## src/rtl/seg_pkg.sv

```systemverilog
// Shared seven-segment pattern table (active-low, bit 6 = g ... bit 0 = a).
// Used by both the display encoder and the frame decoder so they agree on glyphs.
package seg_pkg;

    localparam int unsigned SEG_W = 7;

    localparam logic [SEG_W-1:0] SEG_0     = 7'b1000000;
    localparam logic [SEG_W-1:0] SEG_1     = 7'b1111001;
    localparam logic [SEG_W-1:0] SEG_2     = 7'b0100100;
    localparam logic [SEG_W-1:0] SEG_3     = 7'b0110000;
    localparam logic [SEG_W-1:0] SEG_4     = 7'b0011001;
    localparam logic [SEG_W-1:0] SEG_5     = 7'b0010010;
    localparam logic [SEG_W-1:0] SEG_6     = 7'b0000010;
    localparam logic [SEG_W-1:0] SEG_7     = 7'b1111000;
    localparam logic [SEG_W-1:0] SEG_8     = 7'b0000000;
    localparam logic [SEG_W-1:0] SEG_9     = 7'b0010000;
    localparam logic [SEG_W-1:0] SEG_A     = 7'b0001000;
    localparam logic [SEG_W-1:0] SEG_B     = 7'b0000011;
    localparam logic [SEG_W-1:0] SEG_C     = 7'b1000110;
    localparam logic [SEG_W-1:0] SEG_D     = 7'b0100001;
    localparam logic [SEG_W-1:0] SEG_E     = 7'b0000110;
    localparam logic [SEG_W-1:0] SEG_F     = 7'b0001110;
    localparam logic [SEG_W-1:0] SEG_BLANK = 7'b1111111;

    // Nibble to glyph, for the encoder side of the loopback.
    function automatic logic [SEG_W-1:0] seg_encode(input logic [3:0] v);
        logic [SEG_W-1:0] s;
        s = SEG_BLANK;
        case (v)
            4'h0: s = SEG_0;
            4'h1: s = SEG_1;
            4'h2: s = SEG_2;
            4'h3: s = SEG_3;
            4'h4: s = SEG_4;
            4'h5: s = SEG_5;
            4'h6: s = SEG_6;
            4'h7: s = SEG_7;
            4'h8: s = SEG_8;
            4'h9: s = SEG_9;
            4'hA: s = SEG_A;
            4'hB: s = SEG_B;
            4'hC: s = SEG_C;
            4'hD: s = SEG_D;
            4'hE: s = SEG_E;
            4'hF: s = SEG_F;
        endcase
        return s;
    endfunction

endpackage

```

## src/rtl/seg2bin.sv

```systemverilog
// Combinational seven-segment glyph to nibble decoder.
// o_hit is low for any pattern that is not one of the sixteen hex glyphs.
module seg2bin
    import seg_pkg::*;
(
    input  logic [SEG_W-1:0] i_seg,
    output logic [3:0]       o_bin,
    output logic             o_hit
);

    // Table lookup; unknown glyphs (including blank) decode to 0 with o_hit low.
    always_comb begin
        o_bin = 4'h0;
        o_hit = 1'b1;
        case (i_seg)
            SEG_0:   o_bin = 4'h0;
            SEG_1:   o_bin = 4'h1;
            SEG_2:   o_bin = 4'h2;
            SEG_3:   o_bin = 4'h3;
            SEG_4:   o_bin = 4'h4;
            SEG_5:   o_bin = 4'h5;
            SEG_6:   o_bin = 4'h6;
            SEG_7:   o_bin = 4'h7;
            SEG_8:   o_bin = 4'h8;
            SEG_9:   o_bin = 4'h9;
            SEG_A:   o_bin = 4'hA;
            SEG_B:   o_bin = 4'hB;
            SEG_C:   o_bin = 4'hC;
            SEG_D:   o_bin = 4'hD;
            SEG_E:   o_bin = 4'hE;
            SEG_F:   o_bin = 4'hF;
            default: o_hit = 1'b0;
        endcase
    end

endmodule

```

## src/rtl/seg_frame_decoder.sv

```systemverilog
// Observes a multiplexed active-low seven-segment bus and recovers the displayed
// hex word. Each digit dwell is captured once after STABLE_CYCLES identical samples.
module seg_frame_decoder
    import seg_pkg::*;
#(
    parameter int unsigned NUM_DIGITS    = 8,
    parameter int unsigned STABLE_CYCLES = 4
) (
    input  logic                    i_clk,
    input  logic                    i_rst,
    input  logic [SEG_W-1:0]        i_seg,
    input  logic [NUM_DIGITS-1:0]   i_an,
    output logic [4*NUM_DIGITS-1:0] o_word,
    output logic                    o_valid,
    output logic                    o_err,
    output logic [NUM_DIGITS-1:0]   o_mask
);

    localparam int unsigned          WW  = 4 * NUM_DIGITS;
    localparam int unsigned          CW  = $clog2(STABLE_CYCLES + 1);
    localparam logic [CW-1:0]        CNT_MAX = CW'(STABLE_CYCLES);
    localparam logic [NUM_DIGITS-1:0] ONE = NUM_DIGITS'(1);

    logic [NUM_DIGITS-1:0] an_q;
    logic [SEG_W-1:0]      seg_q;
    logic [CW-1:0]         cnt_q, cnt_d;
    logic                  cap_q, cap_d;
    logic [WW-1:0]         buf_q, buf_d;
    logic [NUM_DIGITS-1:0] mask_q, mask_d;
    logic                  ferr_q, ferr_d;
    logic [WW-1:0]         word_q, word_d;
    logic                  valid_q, valid_d;
    logic                  err_q, err_d;

    logic [NUM_DIGITS-1:0] sel, in_sel;
    logic                  sel_onehot, in_onehot;
    logic                  pair_changed;
    logic                  capture;
    logic [WW-1:0]         nib_sel;
    logic [3:0]            bin;
    logic                  hit;

    // Strobes are active-low; invert to get a one-hot digit select.
    assign sel        = ~an_q;
    assign in_sel     = ~i_an;
    assign sel_onehot = (sel != '0) && ((sel & (sel - ONE)) == '0);
    assign in_onehot  = (in_sel != '0) && ((in_sel & (in_sel - ONE)) == '0);

    // Compared against the incoming pair so cnt reads 1 on the first registered cycle.
    assign pair_changed = (i_an != an_q) || (i_seg != seg_q);

    assign capture = sel_onehot && (cnt_q == CNT_MAX) && !cap_q;

    for (genvar g = 0; g < NUM_DIGITS; g++) begin : g_nib
        assign nib_sel[4*g +: 4] = {4{sel[g]}};
    end

    seg2bin u_seg2bin (
        .i_seg (seg_q),
        .o_bin (bin),
        .o_hit (hit)
    );

    // Next-state: stability window, capture into the frame buffer, frame completion.
    always_comb begin
        logic [NUM_DIGITS-1:0] mask_new;
        logic [WW-1:0]         buf_new;
        logic                  ferr_new;

        cnt_d   = cnt_q;
        cap_d   = cap_q;
        word_d  = word_q;
        err_d   = err_q;
        valid_d = 1'b0;

        if (!in_onehot) begin
            cnt_d = '0;
            cap_d = 1'b0;
        end else if (pair_changed) begin
            cnt_d = CW'(1);
            cap_d = 1'b0;
        end else begin
            if (cnt_q < CNT_MAX) begin
                cnt_d = cnt_q + CW'(1);
            end
            cap_d = cap_q | capture;
        end

        mask_new = mask_q;
        buf_new  = buf_q;
        ferr_new = ferr_q;
        if (capture) begin
            mask_new = mask_q | sel;
            buf_new  = (buf_q & ~nib_sel) | ({NUM_DIGITS{bin}} & nib_sel);
            ferr_new = ferr_q | !hit;
        end

        buf_d  = buf_new;
        mask_d = mask_new;
        ferr_d = ferr_new;
        if (capture && (mask_new == '1)) begin
            word_d  = buf_new;
            err_d   = ferr_new;
            valid_d = 1'b1;
            mask_d  = '0;
            ferr_d  = 1'b0;
        end
    end

    // State and output registers with synchronous reset.
    always_ff @(posedge i_clk) begin
        if (i_rst) begin
            an_q    <= '1;
            seg_q   <= SEG_BLANK;
            cnt_q   <= '0;
            cap_q   <= 1'b0;
            buf_q   <= '0;
            mask_q  <= '0;
            ferr_q  <= 1'b0;
            word_q  <= '0;
            valid_q <= 1'b0;
            err_q   <= 1'b0;
        end else begin
            an_q    <= i_an;
            seg_q   <= i_seg;
            cnt_q   <= cnt_d;
            cap_q   <= cap_d;
            buf_q   <= buf_d;
            mask_q  <= mask_d;
            ferr_q  <= ferr_d;
            word_q  <= word_d;
            valid_q <= valid_d;
            err_q   <= err_d;
        end
    end

    assign o_word  = word_q;
    assign o_valid = valid_q;
    assign o_err   = err_q;
    assign o_mask  = mask_q;

endmodule

```

## config.mk

```make
export PLATFORM = sky130hd
export DESIGN_NAME = seg_frame_decoder
export DESIGN_NICKNAME = d
export VERILOG_FILES = /design/src/rtl/seg_pkg.sv /design/src/rtl/seg2bin.sv /design/src/rtl/seg_frame_decoder.sv
export SDC_FILE = /design/constraint.sdc
export NUM_CORES = 1
export LEC_CHECK = 0
export CAP_MARGIN = 20
export CORE_ASPECT_RATIO = 0.75
export CORE_MARGIN = 2
export CORE_UTILIZATION = 49
export CTS_BUF_LIST = sky130_fd_sc_hd__clkbuf_16
export DETAILED_ROUTE_END_ITERATION = 7
export HOLD_SLACK_MARGIN = 0.05
export PLACE_DENSITY = 0.76
export SLEW_MARGIN = 20
export SYNTH_ARGS = -nofsm -noshare
export SYNTH_HDL_FRONTEND = slang
export SYNTH_SLANG_ARGS = --single-unit
```

## constraint.sdc

```tcl
create_clock -name i_clk -period 1.9 [get_ports i_clk]
set_input_delay 0.285 -clock i_clk [delete_from_list [all_inputs] [get_ports i_clk]]
set_output_delay 0.285 -clock i_clk [all_outputs]
set_load 0.005 [all_outputs]
```

# Yosys cells after proc, flatten, opt, wreduce, memory -nomap -nowiden
# Index checks and enable logic that the tools add are counted.
[classes] add_sub_neg=3 order_cmp=1 n_eq_ne=19 mux=8 bitwise_logic=12 n_reduce_logical=18
[ops] op="bitwise AND 32 bit" count=2
[ops] op="one-hot mux 4 bit (15 select lines)" count=1
[ops] op="2-to-1 mux 32 bit" count=1
[ops] op="NOT 32 bit" count=1
[ops] op="bitwise OR 32 bit" count=1
[ops] op="equality test 7 bit, second input constant" count=4
[ops] op="equality test 7 x 5 -> 1 bit, second input constant" count=3
[ops] op="equality test 7 x 6 -> 1 bit, second input constant" count=3
[ops] op="bitwise AND 8 bit" count=2
[ops] op="logical NOT 8 bit" count=2
[ops] op="NOT 8 bit" count=2
[ops] op="nonzero test 8 bit" count=2
[ops] op="OR reduction 16 bit" count=1
[ops] op="subtractor 8 x 1 -> 8 bit, second input constant" count=2
[ops] op="equality test 7 x 2 -> 1 bit, second input constant" count=2
[ops] op="equality test 7 x 4 -> 1 bit, second input constant" count=2
[ops] op="equality test 8 bit, second input constant" count=1
[ops] op="2-to-1 mux 8 bit" count=1
[ops] op="!= test 8 bit" count=1
[ops] op="bitwise OR 8 bit" count=1
[ops] op="equality test 7 x 3 -> 1 bit, second input constant" count=1
[ops] op="logical NOT 7 bit" count=1
[ops] op="!= test 7 bit" count=1
[ops] op="logical AND 1 bit" count=5
[ops] op="other kinds (11)" count=18
[totals] register_bits=94 in_bits=17 output_inout_bits=42

# Longest topological paths before layout
[depth] depth_word=11 ltp_mapped=8 depth_no_buf=6

# Cells and area by module
# A second synthesis with hierarchy kept.
[hier_totals] hier_cells=512 area_unflattened_um2=4942.2
[by_module_without_submodules] module="seg_frame_decoder" n_inst=1 cells_each=449 area_per_inst_um2=4549.4
[by_module_without_submodules] module="seg2bin" n_inst=1 cells_each=63 area_per_inst_um2=392.9

# Least setup slack after synthesis
# Ideal clock, no wire load.
[synth_path] kind="reg-to-reg" startpoint="register an_q[3]" endpoint="register word_q[12], in the netlist o_word[12]" setup_time_ps=119 arrival_time_ps=1842 t_required_ps=1781 path_slack_ps=-61 path_stages_with_launch=9 path_buffers=2 path_cell_list="dfxtp_1 -> buf_2 -> nand4_1 -> o21ai_1 -> nand4b_2 -> buf_6 -> nor4_4 -> mux2i_1 -> o2bb2ai_2"
[synth_between] elab_chain_cells=10
[synth_lines] item="start, declared" line="seg_frame_decoder.sv:24" source="logic [NUM_DIGITS-1:0] an_q;"
[synth_lines] item="start signal, assigned" line="seg_frame_decoder.sv:124" source="an_q <= i_an;"
[synth_lines] item="NOT 8 bit *" line="seg_frame_decoder.sv:44" source="assign sel = ~an_q;"
[synth_lines] item="subtractor 8 x 1 -> 8 bit" line="seg_frame_decoder.sv:46" source="assign sel_onehot = (sel != '0) && ((sel & (sel - ONE)) == '0);"
[synth_lines] item="bitwise AND 8 bit" line="seg_frame_decoder.sv:46"
[synth_lines] item="logical NOT 8 bit" line="seg_frame_decoder.sv:46"
[synth_lines] item="logical AND 1 bit" line="seg_frame_decoder.sv:46"
[synth_lines] item="logical AND 1 bit (2 in a row)" line="seg_frame_decoder.sv:52" source="assign capture = sel_onehot && (cnt_q == CNT_MAX) && !cap_q;"
[synth_lines] item="2-to-1 mux 8 bit" line="seg_frame_decoder.sv:92" source="if (capture) begin"
[synth_lines] item="equality test 8 bit" line="seg_frame_decoder.sv:101" source="if (capture && (mask_new == '1)) begin"
[synth_lines] item="logical AND 1 bit" line="seg_frame_decoder.sv:101"
[synth_lines] item="end signal, assigned" line="seg_frame_decoder.sv:131" source="word_q <= word_d;"
[synth_lines] item="end, declared" line="seg_frame_decoder.sv:31" source="logic [WW-1:0] word_q, word_d;"
# Every way passes the cells marked *; elsewhere a longest branch is shown, timed or not.
# A chain may end at the register's enable or synchronous reset.

# Final worst setup path
[layout_path] startpoint="register an_q[3]" endpoint="register word_q[30], in the netlist o_word[30]"
# Same word-level chain as after synthesis.

==> impl_summary.txt <==
----------------------------------------------------
[Status]
  Result of the run ... finished with violations
  Violations in the final reports ... setup timing

[Power and ir drop]
  Power per cell area ... 706 nW/um^2
  Max VDD drop ... 0.480 mV
  Leakage ... 2.09 nW

[Floorplan]
  Starting density of the core ... 0.508
  Core ar. ... 7920 um^2
  Chip Width ... 109 um
  Total die area ... 8950 um^2
  Height of the die ... 82.4 um
  Top-level I/O count ... 59
  Row Count ... 28

[Synth]
  Synthesized area per cell ... 10.9 um^2
  Register bit count reported by yosys ... 94
  Yosys warns ... 0
  Cells taking the most area after synthesis ... sky130_fd_sc_hd__dfxtp_1, sky130_fd_sc_hd__mux2i_1, sky130_fd_sc_hd__o2bb2ai_2
  Dominant combinational cell family by area after synthesis ... simple AND/OR/NAND/NOR gates
  Cell accounting for the most synthesized area ... sky130_fd_sc_hd__dfxtp_1
  Count of flip-flops with a built-in enable after synthesis ... 0
  Share of the synthesized area in compound gates (AO/OA/AOI/OAI) ... 0.177
  Adder-cell share of the synthesized area ... 0.0112
  Yosys cell types ... 57
  Most common flop cell mapped by yosys ... sky130_fd_sc_hd__dfxtp_1
  Sequential fraction of the synthesis area ... 0.468
  Count leader, synth ... sky130_fd_sc_hd__dfxtp_1
  Proportion of synthesized flip-flops having asynchronous set or reset ... 0
  Simple logic cell fraction of the synthesized area ... 0.182
  Fraction of synthesized cell area taken by the top area cell type ... 0.468
  Area share of xor/xnor cells in the synthesized design ... 0.0392
  Cell count after synthesis ... 370
  Post-synthesis mux area share ... 0.0822
  Most common library cells after synthesis ... sky130_fd_sc_hd__dfxtp_1, sky130_fd_sc_hd__nor2_1, sky130_fd_sc_hd__mux2i_1, sky130_fd_sc_hd__o2bb2ai_1, sky130_fd_sc_hd__xnor2_1
  Synthesized netlist net count ... 389
  Post-Syn Area ... 4020 um^2

[STA]
  Highest clock rate ... 0.488 GHz
  Worst slew slack as a fraction of its limit ... 0.695
  Worst setup slack after layout ... -0.150 ns
  Number of failing hold endpoints at the final stage ... 0
  Transition time at the pin with the least slew margin ... 0.451 ns
  Largest clock skew in the final design ... 0.0139 ns
  RSZ-0062 raised after global routing ... true
  Sum of negative setup slack ... -7.14 ns
  Fin crit share ... 1.08
  Setup violations, final ... 74
  Fin. max-slew vios ... 0
  Post-layout minimum cycle time ... 2.05 ns

[Placed design]
  Routability congestion estimate from global placement ... 0.837
  IO buf count ... 58
  Setup Slack @ Placement ... -0.139 ns
  Detailed Place HPWL ... 6.64 mm
  Area of placed instances ... 5140 um^2

[Global routing]
  GRT Total Usage ... 0.244
  Maximum number of pins on one net before global-route repair ... 32
  Via count of the first global-routing pass ... 3208
  Initial antenna violation count ... 0
  Global-route wire length before repair ... 16.4 mm
  Grt ovf ... 0

[Clock network]
  Clock tree sinks ... 94
  Clock buffers created by TritonCTS ... 9
  CTS HTree Levels ... 3
  Clock Root Buffer ... sky130_fd_sc_hd__clkbuf_16
  CTS tree ... built
  Clock-pin transition on the worst setup and hold timing paths ... 0.07 ns
  Hold-fix buffers at CTS ... 0
  Clk Latency, worst-skew pair ... 0.35 ns
  Buffers from clock root to sink, at most ... 2

[Critical path]
  Class of the most critical setup path ... flip-flop to flip-flop
  Crit-path max cell delay ... 0.37 ns
  Critical Path Slowest Stage Cell ... sky130_fd_sc_hd__dfxtp_4
  CP max FO ... 8
  Worst setup slack for register-to-register paths ... -0.15 ns
  Critical path arrival ... 2.33 ns
  Critical path's most frequent cell ... sky130_fd_sc_hd__buf_4
  CP Capture Type ... flip-flop
  Worst-path cell chain ... maj3_1 -> a21oi_1 -> nand4b_4 -> buf_4 -> nor4_4 -> buf_4 -> nor2_4 -> clkbuf_16 -> o2bb2ai_1
  Required @ worst endpoint ... 2.18 ns
  Critical path startpoint category ... flip-flop
  Critical path's top delay family ... buffers and inverters
  Buf/Inv on CP ... 3

[Detailed routing]
  Total via count in the routed design ... 3322
  Final Routed Wirelength ... 11.3 mm
  Via count normalized by instance count ... 5.59
  Post-route ant nets ... 0
  DRC violation total after the first TritonRoute iteration ... 283
  Routed WL per cell ... 18.9 um
  Post-route DRC violation count ... 0
  Count of TritonRoute iterations in the first routing pass ... 4

[Cells and area]
  Area added between synthesis and finish ... 49.3%
  Fraction of final layout cells with drive strength greater than 1 ... 0.370
  Number of nets in the final layout ... 503
  Antenna Diode Count ... 0
  Post-Layout Inst Area ... 6000 um^2

[Hold path]
  Class of the most critical hold timing path ... flip-flop to flip-flop

[Run]
  Max-capacitance violation count ... 0

----------------------------------------------------
## cells in the final DEF, fill, tap and decap left out, types with 3 or more instances in the layout
cell and n:
sky130_fd_sc_hd__dfxtp_1 86, sky130_fd_sc_hd__a21oi_1 7, sky130_fd_sc_hd__o211ai_1 3, sky130_fd_sc_hd__mux2i_4 30
sky130_fd_sc_hd__o2bb2ai_2 15, sky130_fd_sc_hd__or2_2 16, sky130_fd_sc_hd__buf_4 55, sky130_fd_sc_hd__clkbuf_16 10
sky130_fd_sc_hd__o2bb2ai_1 17, sky130_fd_sc_hd__nand4_1 4, sky130_fd_sc_hd__nor3_1 5, sky130_fd_sc_hd__o21a_1 10
sky130_fd_sc_hd__inv_1 11, sky130_fd_sc_hd__nor4_4 9, sky130_fd_sc_hd__o22ai_1 4, sky130_fd_sc_hd__nand2_1 4
sky130_fd_sc_hd__xnor2_1 17, sky130_fd_sc_hd__buf_6 13, sky130_fd_sc_hd__dfxtp_4 3, sky130_fd_sc_hd__clkdlybuf4s50_1 58
sky130_fd_sc_hd__nor2_1 37, sky130_fd_sc_hd__nand2b_1 3, sky130_fd_sc_hd__nor2b_1 4, sky130_fd_sc_hd__dfxtp_2 5
sky130_fd_sc_hd__nor3b_1 4
## power by group
group          internal [mW]  leakage, nW  switching, mW  total (mW)
registers               1.99        0.760         0.0313        2.02
logic                  0.167         1.18          0.180       0.347
clock network           1.05        0.146          0.825        1.87
total                   3.20         2.09           1.04        4.24
## final cells by class
class / count / area, um^2
fill: 514 / 1920
tap: 105 / 131
clock buffer: 9 / 225
multi-input combinational: 239 / 2410
inverter: 11 / 41.3
clock inverter: 7 / 85.1
timing repair buffer: 129 / 1200
sequential: 94 / 1900
## logic make-up (layout without fill, tap and decap cells)
family,Yosys count,count (layout)
simple gates,107,107
fa+ha+maj,4,4
buf+inv,37,156
mux,33,33
flops,94,94
xor+xnor,18,18
compound gates,77,77
## state kept, by name, summed over array words and instances (netlist names)
name and count:
ferr_q 1, cap_q 1, seg_q 7, o_mask 8
o_err 1, o_valid 1, cnt_q 3, buf_q 32
an_q 8, o_word 32
## per-layer routing
layer,up-vias,global-route usage,share of wire
met5,-,0,0
met4,0,0.0654,0.018
met3,18,0.0612,0.047
met2,104,0.411,0.49
met1,1636,0.316,0.45
li1,1564,-,-
## final timing paths
| kind | start | endpoint | depth (start not counted) |
|---|---|---|---|
| setup / recovery | an_q[3] | o_word[30] | 9 |
| hold / removal | o_word[22] | o_word[22] | 1 |
| setup reg to reg | an_q[3] | o_word[30] | 9 |
| hold reg to reg | o_word[22] | o_word[22] | 1 |
## timing repair
item | CTS | global route
gates cloned | 0 | 3
pin swaps | 4 | 7
setup endpoints to repair | 66 | 78
resized for setup | 67 | 26
buffers inserted | 1 | 3
## per-stage QoR
step | utilization | cells | hold WS, ns | total power, mW
after global placement | 0.649 | 571 | 0.446 | 2.36
after global routing | 0.758 | 594 | 0.485 | 4.37
after CTS | 0.733 | 588 | 0.465 | 4.21
after floorplan | - | 370 | 0.389 | 2.23
final | 0.758 | 594 | 0.465 | 4.24
after detailed placement | 0.649 | 571 | 0.445 | 2.37
Note: power is estimated with default switching activity, not from simulation.
